### config.mk
export PLATFORM = sky130hd
export DESIGN_NAME = grf_write_arbiter_flat
export DESIGN_NICKNAME = d
export VERILOG_FILES = /design/src/rtl/grf_write_arbiter_if.sv /design/src/rtl/grf_write_arbiter.sv /design/src/flat_wrapper.sv
export SDC_FILE = /design/constraint.sdc
export NUM_CORES = 1
export LEC_CHECK = 0
export ABC_AREA = 1
export CORE_MARGIN = 1
export CORE_UTILIZATION = 30
export DETAILED_ROUTE_END_ITERATION = 8
export PLACE_DENSITY = 0.87
export SYNTH_ARGS = -nofsm -noshare
export SYNTH_HDL_FRONTEND = slang
export SYNTH_SLANG_ARGS = --single-unit
### constraint.sdc
create_clock -name clk -period 4.05 [get_ports clk]
set_input_delay 0.81 -clock clk [delete_from_list [all_inputs] [get_ports clk]]
set_output_delay 0.81 -clock clk [all_outputs]
set_load 0.05 [all_outputs]
### src/rtl/grf_write_arbiter_if.sv
// Bundle of the GRF write-arbiter traffic: W-stage writeback, debug writer,
// clear-sweep control, stall request and the shared GRF write port.
interface grf_write_arbiter_if;
  logic        wb_we;
  logic [4:0]  wb_addr;
  logic [31:0] wb_data;
  logic [31:0] wb_pc;

  logic        dbg_valid;
  logic [4:0]  dbg_addr;
  logic [31:0] dbg_data;
  logic        dbg_ready;

  logic        clr_start;
  logic        clr_busy;
  logic        clr_done;

  logic        stall_req;

  logic        grf_we;
  logic [4:0]  grf_a3;
  logic [31:0] grf_wd;
  logic [31:0] grf_pc;

  // Requester side: pipeline, debug path and clear control.
  modport master (
    output wb_we, wb_addr, wb_data, wb_pc,
    output dbg_valid, dbg_addr, dbg_data,
    input  dbg_ready,
    output clr_start,
    input  clr_busy, clr_done, stall_req,
    input  grf_we, grf_a3, grf_wd, grf_pc
  );

  // Arbiter side.
  modport slave (
    input  wb_we, wb_addr, wb_data, wb_pc,
    input  dbg_valid, dbg_addr, dbg_data,
    output dbg_ready,
    input  clr_start,
    output clr_busy, clr_done, stall_req,
    output grf_we, grf_a3, grf_wd, grf_pc
  );
endinterface

### src/rtl/grf_write_arbiter.sv
// Shares the GRF write port among W-stage writeback, debug writes and a $1..$31 clear sweep.
// Optional debug-starvation stall enabled by defining GRF_ARB_STARVE_EN.
module grf_write_arbiter #(
  parameter int          STARVE_LIMIT = 8,
  parameter logic [31:0] DBG_PC       = 32'hFFFF_FFFC
) (
  input logic                  clk,
  input logic                  reset,
  grf_write_arbiter_if.slave   bus
);

  if (STARVE_LIMIT < 1 || STARVE_LIMIT > 15) begin : g_bad_limit
    $error("grf_write_arbiter: STARVE_LIMIT must be in 1..15");
  end

  typedef enum logic {
    IDLE  = 1'b0,
    CLEAR = 1'b1
  } state_t;

  state_t      state, state_nxt;
  logic [4:0]  clr_cnt, clr_cnt_nxt;
  logic        stall_q, stall_nxt;
  logic        starve_hit;

  logic        wb_active;
  logic        dbg_ready_int;
  logic        dbg_fire;
  logic        clr_write;
  logic        clr_last;

  assign wb_active     = bus.wb_we && (bus.wb_addr != 5'd0);
  assign dbg_ready_int = !reset && (state == IDLE) && !wb_active;
  assign dbg_fire      = bus.dbg_valid && dbg_ready_int;
  // The sweep only advances in cycles the W stage leaves the port free.
  assign clr_write     = !reset && (state == CLEAR) && !wb_active;
  assign clr_last      = clr_write && (clr_cnt == 5'd31);

  // State register.
  always_ff @(posedge clk) begin
    // NOTE: sequential state uses non-blocking assignments so every register
    // samples pre-edge values, independent of statement order.
    if (reset) begin
      state   <= IDLE;
      clr_cnt <= 5'd1;
      stall_q <= 1'b0;
    end else begin
      state   <= state_nxt;
      clr_cnt <= clr_cnt_nxt;
      stall_q <= stall_nxt;
    end
  end

  // Next-state logic.
  always_comb begin
    // NOTE: every always_comb output gets a default first so no path
    // leaves it unassigned and infers a latch.
    state_nxt   = state;
    clr_cnt_nxt = clr_cnt;
    unique case (state)
      IDLE: begin
        if (bus.clr_start) state_nxt = CLEAR;
      end
      CLEAR: begin
        if (clr_last) begin
          state_nxt   = IDLE;
          clr_cnt_nxt = 5'd1;
        end else if (clr_write) begin
          clr_cnt_nxt = clr_cnt + 5'd1;
        end
      end
      default: state_nxt = IDLE;
    endcase
  end

`ifdef GRF_ARB_STARVE_EN
  logic [3:0] starve_cnt, starve_cnt_nxt;

  always_comb begin
    starve_cnt_nxt = starve_cnt;
    if (!bus.dbg_valid || dbg_fire) begin
      starve_cnt_nxt = 4'd0;
    end else if ((state == IDLE) && !dbg_ready_int && (starve_cnt != 4'hF)) begin
      starve_cnt_nxt = starve_cnt + 4'd1;
    end
  end

  always_ff @(posedge clk) begin
    if (reset) starve_cnt <= 4'd0;
    else       starve_cnt <= starve_cnt_nxt;
  end

  // Compare the post-increment count so the stall lands on the edge that
  // ends the limit-th waiting cycle.
  assign starve_hit = (starve_cnt_nxt >= 4'(STARVE_LIMIT));
`else
  assign starve_hit = 1'b0;
`endif

  assign stall_nxt = (state_nxt == CLEAR) || starve_hit;

  // Output logic: W stage first, then the sweep, then the debug writer.
  always_comb begin
    bus.grf_we    = 1'b0;
    bus.grf_a3    = 5'd0;
    bus.grf_wd    = 32'd0;
    bus.grf_pc    = 32'd0;
    bus.dbg_ready = dbg_ready_int;
    bus.clr_busy  = !reset && (state == CLEAR);
    bus.clr_done  = clr_last;
    bus.stall_req = stall_q;
    if (!reset) begin
      if (wb_active) begin
        bus.grf_we = 1'b1;
        bus.grf_a3 = bus.wb_addr;
        bus.grf_wd = bus.wb_data;
        bus.grf_pc = bus.wb_pc;
      end else if (clr_write) begin
        bus.grf_we = 1'b1;
        bus.grf_a3 = clr_cnt;
        bus.grf_pc = DBG_PC;
      end else if (dbg_fire) begin
        // A debug write to $0 still completes its handshake.
        bus.grf_we = (bus.dbg_addr != 5'd0);
        bus.grf_a3 = bus.dbg_addr;
        bus.grf_wd = bus.dbg_data;
        bus.grf_pc = DBG_PC;
      end
    end
  end

endmodule

### src/flat_wrapper.sv
// flat-port wrapper written by rule: the top's interface ports become plain ports
module grf_write_arbiter_flat 
#(
  parameter int          STARVE_LIMIT = 8,
  parameter logic [31:0] DBG_PC       = 32'hFFFF_FFFC
)
  (clk, reset, bus_wb_we, bus_wb_addr, bus_wb_data, bus_wb_pc, bus_dbg_valid, bus_dbg_addr, bus_dbg_data, bus_dbg_ready, bus_clr_start, bus_clr_busy, bus_clr_done, bus_stall_req, bus_grf_we, bus_grf_a3, bus_grf_wd, bus_grf_pc);
  grf_write_arbiter_if bus_i ();
  input logic clk;
  input logic reset;
  input wire logic [$bits(bus_i.wb_we)-1:0] bus_wb_we;
  input wire logic [$bits(bus_i.wb_addr)-1:0] bus_wb_addr;
  input wire logic [$bits(bus_i.wb_data)-1:0] bus_wb_data;
  input wire logic [$bits(bus_i.wb_pc)-1:0] bus_wb_pc;
  input wire logic [$bits(bus_i.dbg_valid)-1:0] bus_dbg_valid;
  input wire logic [$bits(bus_i.dbg_addr)-1:0] bus_dbg_addr;
  input wire logic [$bits(bus_i.dbg_data)-1:0] bus_dbg_data;
  output wire logic [$bits(bus_i.dbg_ready)-1:0] bus_dbg_ready;
  input wire logic [$bits(bus_i.clr_start)-1:0] bus_clr_start;
  output wire logic [$bits(bus_i.clr_busy)-1:0] bus_clr_busy;
  output wire logic [$bits(bus_i.clr_done)-1:0] bus_clr_done;
  output wire logic [$bits(bus_i.stall_req)-1:0] bus_stall_req;
  output wire logic [$bits(bus_i.grf_we)-1:0] bus_grf_we;
  output wire logic [$bits(bus_i.grf_a3)-1:0] bus_grf_a3;
  output wire logic [$bits(bus_i.grf_wd)-1:0] bus_grf_wd;
  output wire logic [$bits(bus_i.grf_pc)-1:0] bus_grf_pc;
  assign bus_i.wb_we = bus_wb_we;
  assign bus_i.wb_addr = bus_wb_addr;
  assign bus_i.wb_data = bus_wb_data;
  assign bus_i.wb_pc = bus_wb_pc;
  assign bus_i.dbg_valid = bus_dbg_valid;
  assign bus_i.dbg_addr = bus_dbg_addr;
  assign bus_i.dbg_data = bus_dbg_data;
  assign bus_dbg_ready = bus_i.dbg_ready;
  assign bus_i.clr_start = bus_clr_start;
  assign bus_clr_busy = bus_i.clr_busy;
  assign bus_clr_done = bus_i.clr_done;
  assign bus_stall_req = bus_i.stall_req;
  assign bus_grf_we = bus_i.grf_we;
  assign bus_grf_a3 = bus_i.grf_a3;
  assign bus_grf_wd = bus_i.grf_wd;
  assign bus_grf_pc = bus_i.grf_pc;
  grf_write_arbiter #(.STARVE_LIMIT(STARVE_LIMIT), .DBG_PC(DBG_PC)) u_core (.clk(clk), .reset(reset), .bus(bus_i));
endmodule
# Word-level counts from Yosys, hierarchy flattened
# Cells that the tools add are included.
dict set report word_totals {
  reg_bits 6
  latch_bits 0
  ram_bits 0
  mem_bits_ro 0
  output_inout_bits 74
  elab_cells 39
  mem_count 0
}
dict set report op_classes {
  addsub 1
  multipliers 0
  div_mod_pow 0
  order_cmp 0
  eq_ne 1
  n_shift 0
  muxes 21
  n_bitwise 1
  reduce_logical 13
}
# op count
set op_table {}
lappend op_table {{32-bit 2-to-1 mux} 8}
lappend op_table {{5-bit 2-to-1 mux} 6}
lappend op_table {{5-bit nonzero test} 2}
lappend op_table {{1-bit logical AND} 7}
lappend op_table {{1-bit 2-to-1 mux} 6}
lappend op_table {{5-bit by 1-bit adder with 5-bit output (second input constant)} 1}
lappend op_table {{5-bit == test (second input constant)} 1}
lappend op_table {{1-bit logical NOT} 2}
lappend op_table {{1-bit one-hot mux with 2 select lines} 1}
lappend op_table {{2-bit AND reduction} 1}
lappend op_table {{2-bit nonzero test} 1}
lappend op_table {{1-bit NOT} 1}

# Logic depth before layout (Yosys ltp)
# Gate-level depths: netlist of run 1.
dict set report logic_depth {
  depth_word 9
  ltp_mapped 9
}

# Worst setup path after synthesis of run 1
# Ideal clock, no wire load.
dict set report synth_timing {
  path_type {input to output}
  start {input bus_wb_addr[1]}
  end {output bus_grf_wd[10]}
  arrival_ns 2.557
  required_ns 3.240
  path_slack_ns 0.683
  cell_stages 6
  n_path_buf 1
  cell_sequence {nor2_1 -> nand3_1 -> nand2_4 -> nand3_4 -> clkbuf_1 -> o21ai_0}
}
dict set report synth_via {
  elab_chain_cells 9
}
# item line
set synth_rtl {}
lappend synth_rtl {{from (decl)} flat_wrapper.sv:12} ;# input wire logic [$bits(bus_i.wb_addr)-1:0] bus_wb_addr;
lappend synth_rtl {{5-bit nonzero test *} grf_write_arbiter.sv:32} ;# assign wb_active = bus.wb_we && (bus.wb_addr != 5'd0);
lappend synth_rtl {{1-bit logical AND *} grf_write_arbiter.sv:32}
lappend synth_rtl {{1-bit logical NOT} {grf_write_arbiter.sv:33, grf_write_arbiter.sv:36}}
lappend synth_rtl {{1-bit logical AND} grf_write_arbiter.sv:33} ;# assign dbg_ready_int = !reset && (state == IDLE) && !wb_active;
lappend synth_rtl {{1-bit logical AND} grf_write_arbiter.sv:34} ;# assign dbg_fire = bus.dbg_valid && dbg_ready_int;
lappend synth_rtl {{32-bit 2-to-1 mux} grf_write_arbiter.sv:122} ;# end else if (dbg_fire) begin
lappend synth_rtl {{32-bit 2-to-1 mux} grf_write_arbiter.sv:118} ;# end else if (clr_write) begin
lappend synth_rtl {{32-bit 2-to-1 mux *} grf_write_arbiter.sv:113} ;# if (wb_active) begin
lappend synth_rtl {{32-bit 2-to-1 mux *} grf_write_arbiter.sv:112} ;# if (!reset) begin
lappend synth_rtl {{to (decl)} flat_wrapper.sv:25} ;# output wire logic [$bits(bus_i.grf_wd)-1:0] bus_grf_wd;
# Mark *: on every way between the ends. The rest lies on a longest branch, timed or not.

# Final worst setup path of run 1
dict set report layout_timing {
  start {input reset}
  end {output bus_grf_wd[14]}
}
dict set report layout_via {
  elab_chain_cells 8
}
# item line
set layout_rtl {}
lappend layout_rtl {{from (decl)} flat_wrapper.sv:10} ;# input logic reset;
lappend layout_rtl {{1-bit logical NOT} {grf_write_arbiter.sv:33, grf_write_arbiter.sv:36}}
lappend layout_rtl {{1-bit logical AND (2 in a row)} grf_write_arbiter.sv:33}
lappend layout_rtl {{1-bit logical AND} grf_write_arbiter.sv:34}
lappend layout_rtl {{32-bit 2-to-1 mux} grf_write_arbiter.sv:122}
lappend layout_rtl {{32-bit 2-to-1 mux} grf_write_arbiter.sv:118}
lappend layout_rtl {{32-bit 2-to-1 mux} grf_write_arbiter.sv:113}
lappend layout_rtl {{32-bit 2-to-1 mux *} grf_write_arbiter.sv:112}
# Marked as above.

==> run metrics, run 1 <==
status=finished clean; Flop pwr share=under 10%; Synth cell types=25; vias in the first global route=between 2000 and 2500; synth-to-layout area growth=167%; Horiz. Die Dim=between 70 and 80 um; initial antenna violation count=0; fin. max-slew vios=0; syn nets=approximately 380; register bit count reported by yosys=6; final worst slack=between 0.4 and 0.5 ns; Overflow after GRT=0; WL per Instance=between 10 and 15 um; Worst Path Max Fanout=33; Layout Skew=0.00121 ns; fin util=~83%; setup TNS=0 ns; Avg Cell Area, Syn=5.99 um^2; Combinational Power Share=between 80% and 90%; final wirelength=between 7000 and 8000 um; Setup-failing EPs final=0; Storage cell area=between 100 and 150 um^2; overall power=0.821 mW; postcts setup bufs=0; area of the multi-input gates=roughly 1200 um^2; post-place setup slack=~0.54 ns; Int Power=0.447 mW; Hold Path Class=flip-flop to flip-flop; Core Area=~5100 um^2; via/cell ratio=between 4 and 5; placed inst area=around 4200 um^2; pin slew with the least headroom to its limit=about 0.54 ns; Reg clk slew, reported paths=0.04 ns; Initial Utilization=31.0%; Inst Count DP=approximately 510; WP data arrival=between 2 and 3 ns; Tot GR Track Use=between 20% and 30%; Synth top area share=22.2%; period utilization=about nine tenths; crit path launch type=input port; RSZ-0062 raised after global routing=false; Final GP Congestion=0.817; filler instances=about 300; initial DRC count=~70; Fmax=between 0.2 and 0.3 GHz; Final Hold Viols=0; Rows=26; clock sink count=6; cell leakage power=between 1.5 and 2 nW; CTS Hold Bufs=0; cell count after synthesis=between 200 and 300; TritonCTS clock tree=built; maximum vdd drop=approximately 0.15 mV; cell taking the most area after synthesis=nor2_4; Area contributors post-synth=nor2_4 22%, nand3_1 13%, inv_1 10%; Slew headroom=63.4%; YS warnings=0; Design Area, Final=about 4200 um^2; clock root cell=clkbuf_8; Post-Synthesis Cell Area=between 1500 and 2000 um^2; Remaining DRCs=0; I/O pin count=between 150 and 200; layout cell share with drive strength beyond 1=28.0%; crit end category=output pin; worst-skew pair later-pin latency=roughly 0.23 ns; Period minus WS final=roughly 3.6 ns; die footprint=~5500 um^2; commonest non-fill, non-tap cell in the layout=clkdlybuf4s50_1; Routed Antenna Nets=0; number of CTS-inserted buffers=3; Sw Ratio=between 40% and 50%; WP data required=3.24 ns; Antenna Cells=0; Pwr Density=just under 200 nW/um^2; Longest Clk Path Bufs=2; largest net degree at the start of global routing=39; height of the die=74.5 um; first-pass GRT wire length=11300 um; clock share of power=between 10% and 20%; commonest non-fill, non-tap cells in the layout=112 x clkdlybuf4s50_1, 72 x buf_12, 44 x inv_1, 41 x nor2_1, 40 x nand3_1; switching pwr=0.375 mW; Final HPWL DP=roughly 6400 um; IO buf count=around 180; Worst Hold Slack=between 0.5 and 0.6 ns; WS Path Type=input port to output pin; Max Cap Viol=0; post-CTS sizing=0; drt first pass iters=4; routed via count=roughly 2400; H-Tree Depth=1; sequential area share after synthesis=approximately 7.6%; Nets=555; Post-Layout Cell Count=slightly above 500
synthesized netlist by cell type (all sizes together):
master,count
nand4,7
xor2,1
buf,10
o21ai,38
a21oi,10
and3,1
clkbuf,9
nand3,41
ha,2
dfxtp,6
nand2,17
nor4,1
nor2,74
inv,45
nor3,1
critical path, cell delays in order:
cell,delay [ns]
clkdlybuf4s50_1,0.54
nor2_2,0.35
nand3_4,0.11
buf_4,0.24
o21ai_0,0.48
buf_12,0.21
layer usage:
layer	GRT usage, %	vias to the layer above	wire, um
met1	28.4	1080	2680
met3	7.99	24	688
li1	-	1194	-
met4	12.8	0	258
met2	47.2	133	3950
met5	0	-	0
state kept, by name, summed over array words and instances, names as in the netlist:
| register | count |
|---|---|
| u_core.clr_cnt | 5 |
| u_core.state | 1 |
worst paths after layout:
check / depth (start not counted) / start / to / slack, ns
max: 6 / reset / bus_grf_wd[14] / 0.47
min reg2reg: 2 / u_core.clr_cnt[3] / u_core.clr_cnt[3] / 0.52
min: 2 / u_core.clr_cnt[3] / u_core.clr_cnt[3] / 0.52
max reg2reg: 6 / u_core.clr_cnt[0] / u_core.clr_cnt[2] / 2.60
final cells by class:
type / count / share of cell area, %
timing repair buffer: 193 / 62.6
sequential: 6 / 2.86
multi-input combinational: 193 / 27.4
clock buffer: 3 / 0.983
inverter: 45 / 4.02
tap: 70 / 2.09
power by group through the flow:
stage	clock, mW	sequential [mW]	combinational, mW
6_report	0.0917	0.0670	0.663
5_1_grt	0.0967	0.0675	0.693
4_1_cts	0.0948	0.0669	0.666
3_5_place_dp	0	0.0678	0.664
3_3_place_gp	0	0.0676	0.650
2_1_floorplan	0	0.0709	0.309
logic make-up after synthesis:
kind of cell | Yosys count | share of synthesized area [%]
buf+inv | 64 | 19.2
fa+ha+maj | 2 | 1.59
simple gates | 142 | 55.8
xor+xnor | 1 | 0.556
compound gates | 48 | 15.3
flops | 6 | 7.63
(Power assumes the default switching activity.)
==> run 2, diff against run 1 <==
- SKIP_CTS_REPAIR_TIMING: unset -> 1
- SLEW_MARGIN: unset -> 20
==> results of run 2 <==
The final DEF is identical to that of run 1; final timing and power are the same.
==> run 3, diff against run 2 <==
- GPL_ROUTABILITY_DRIVEN: unset -> 0
==> results of run 3 <==
The final DEF is identical to that of run 1; final timing and power are the same.
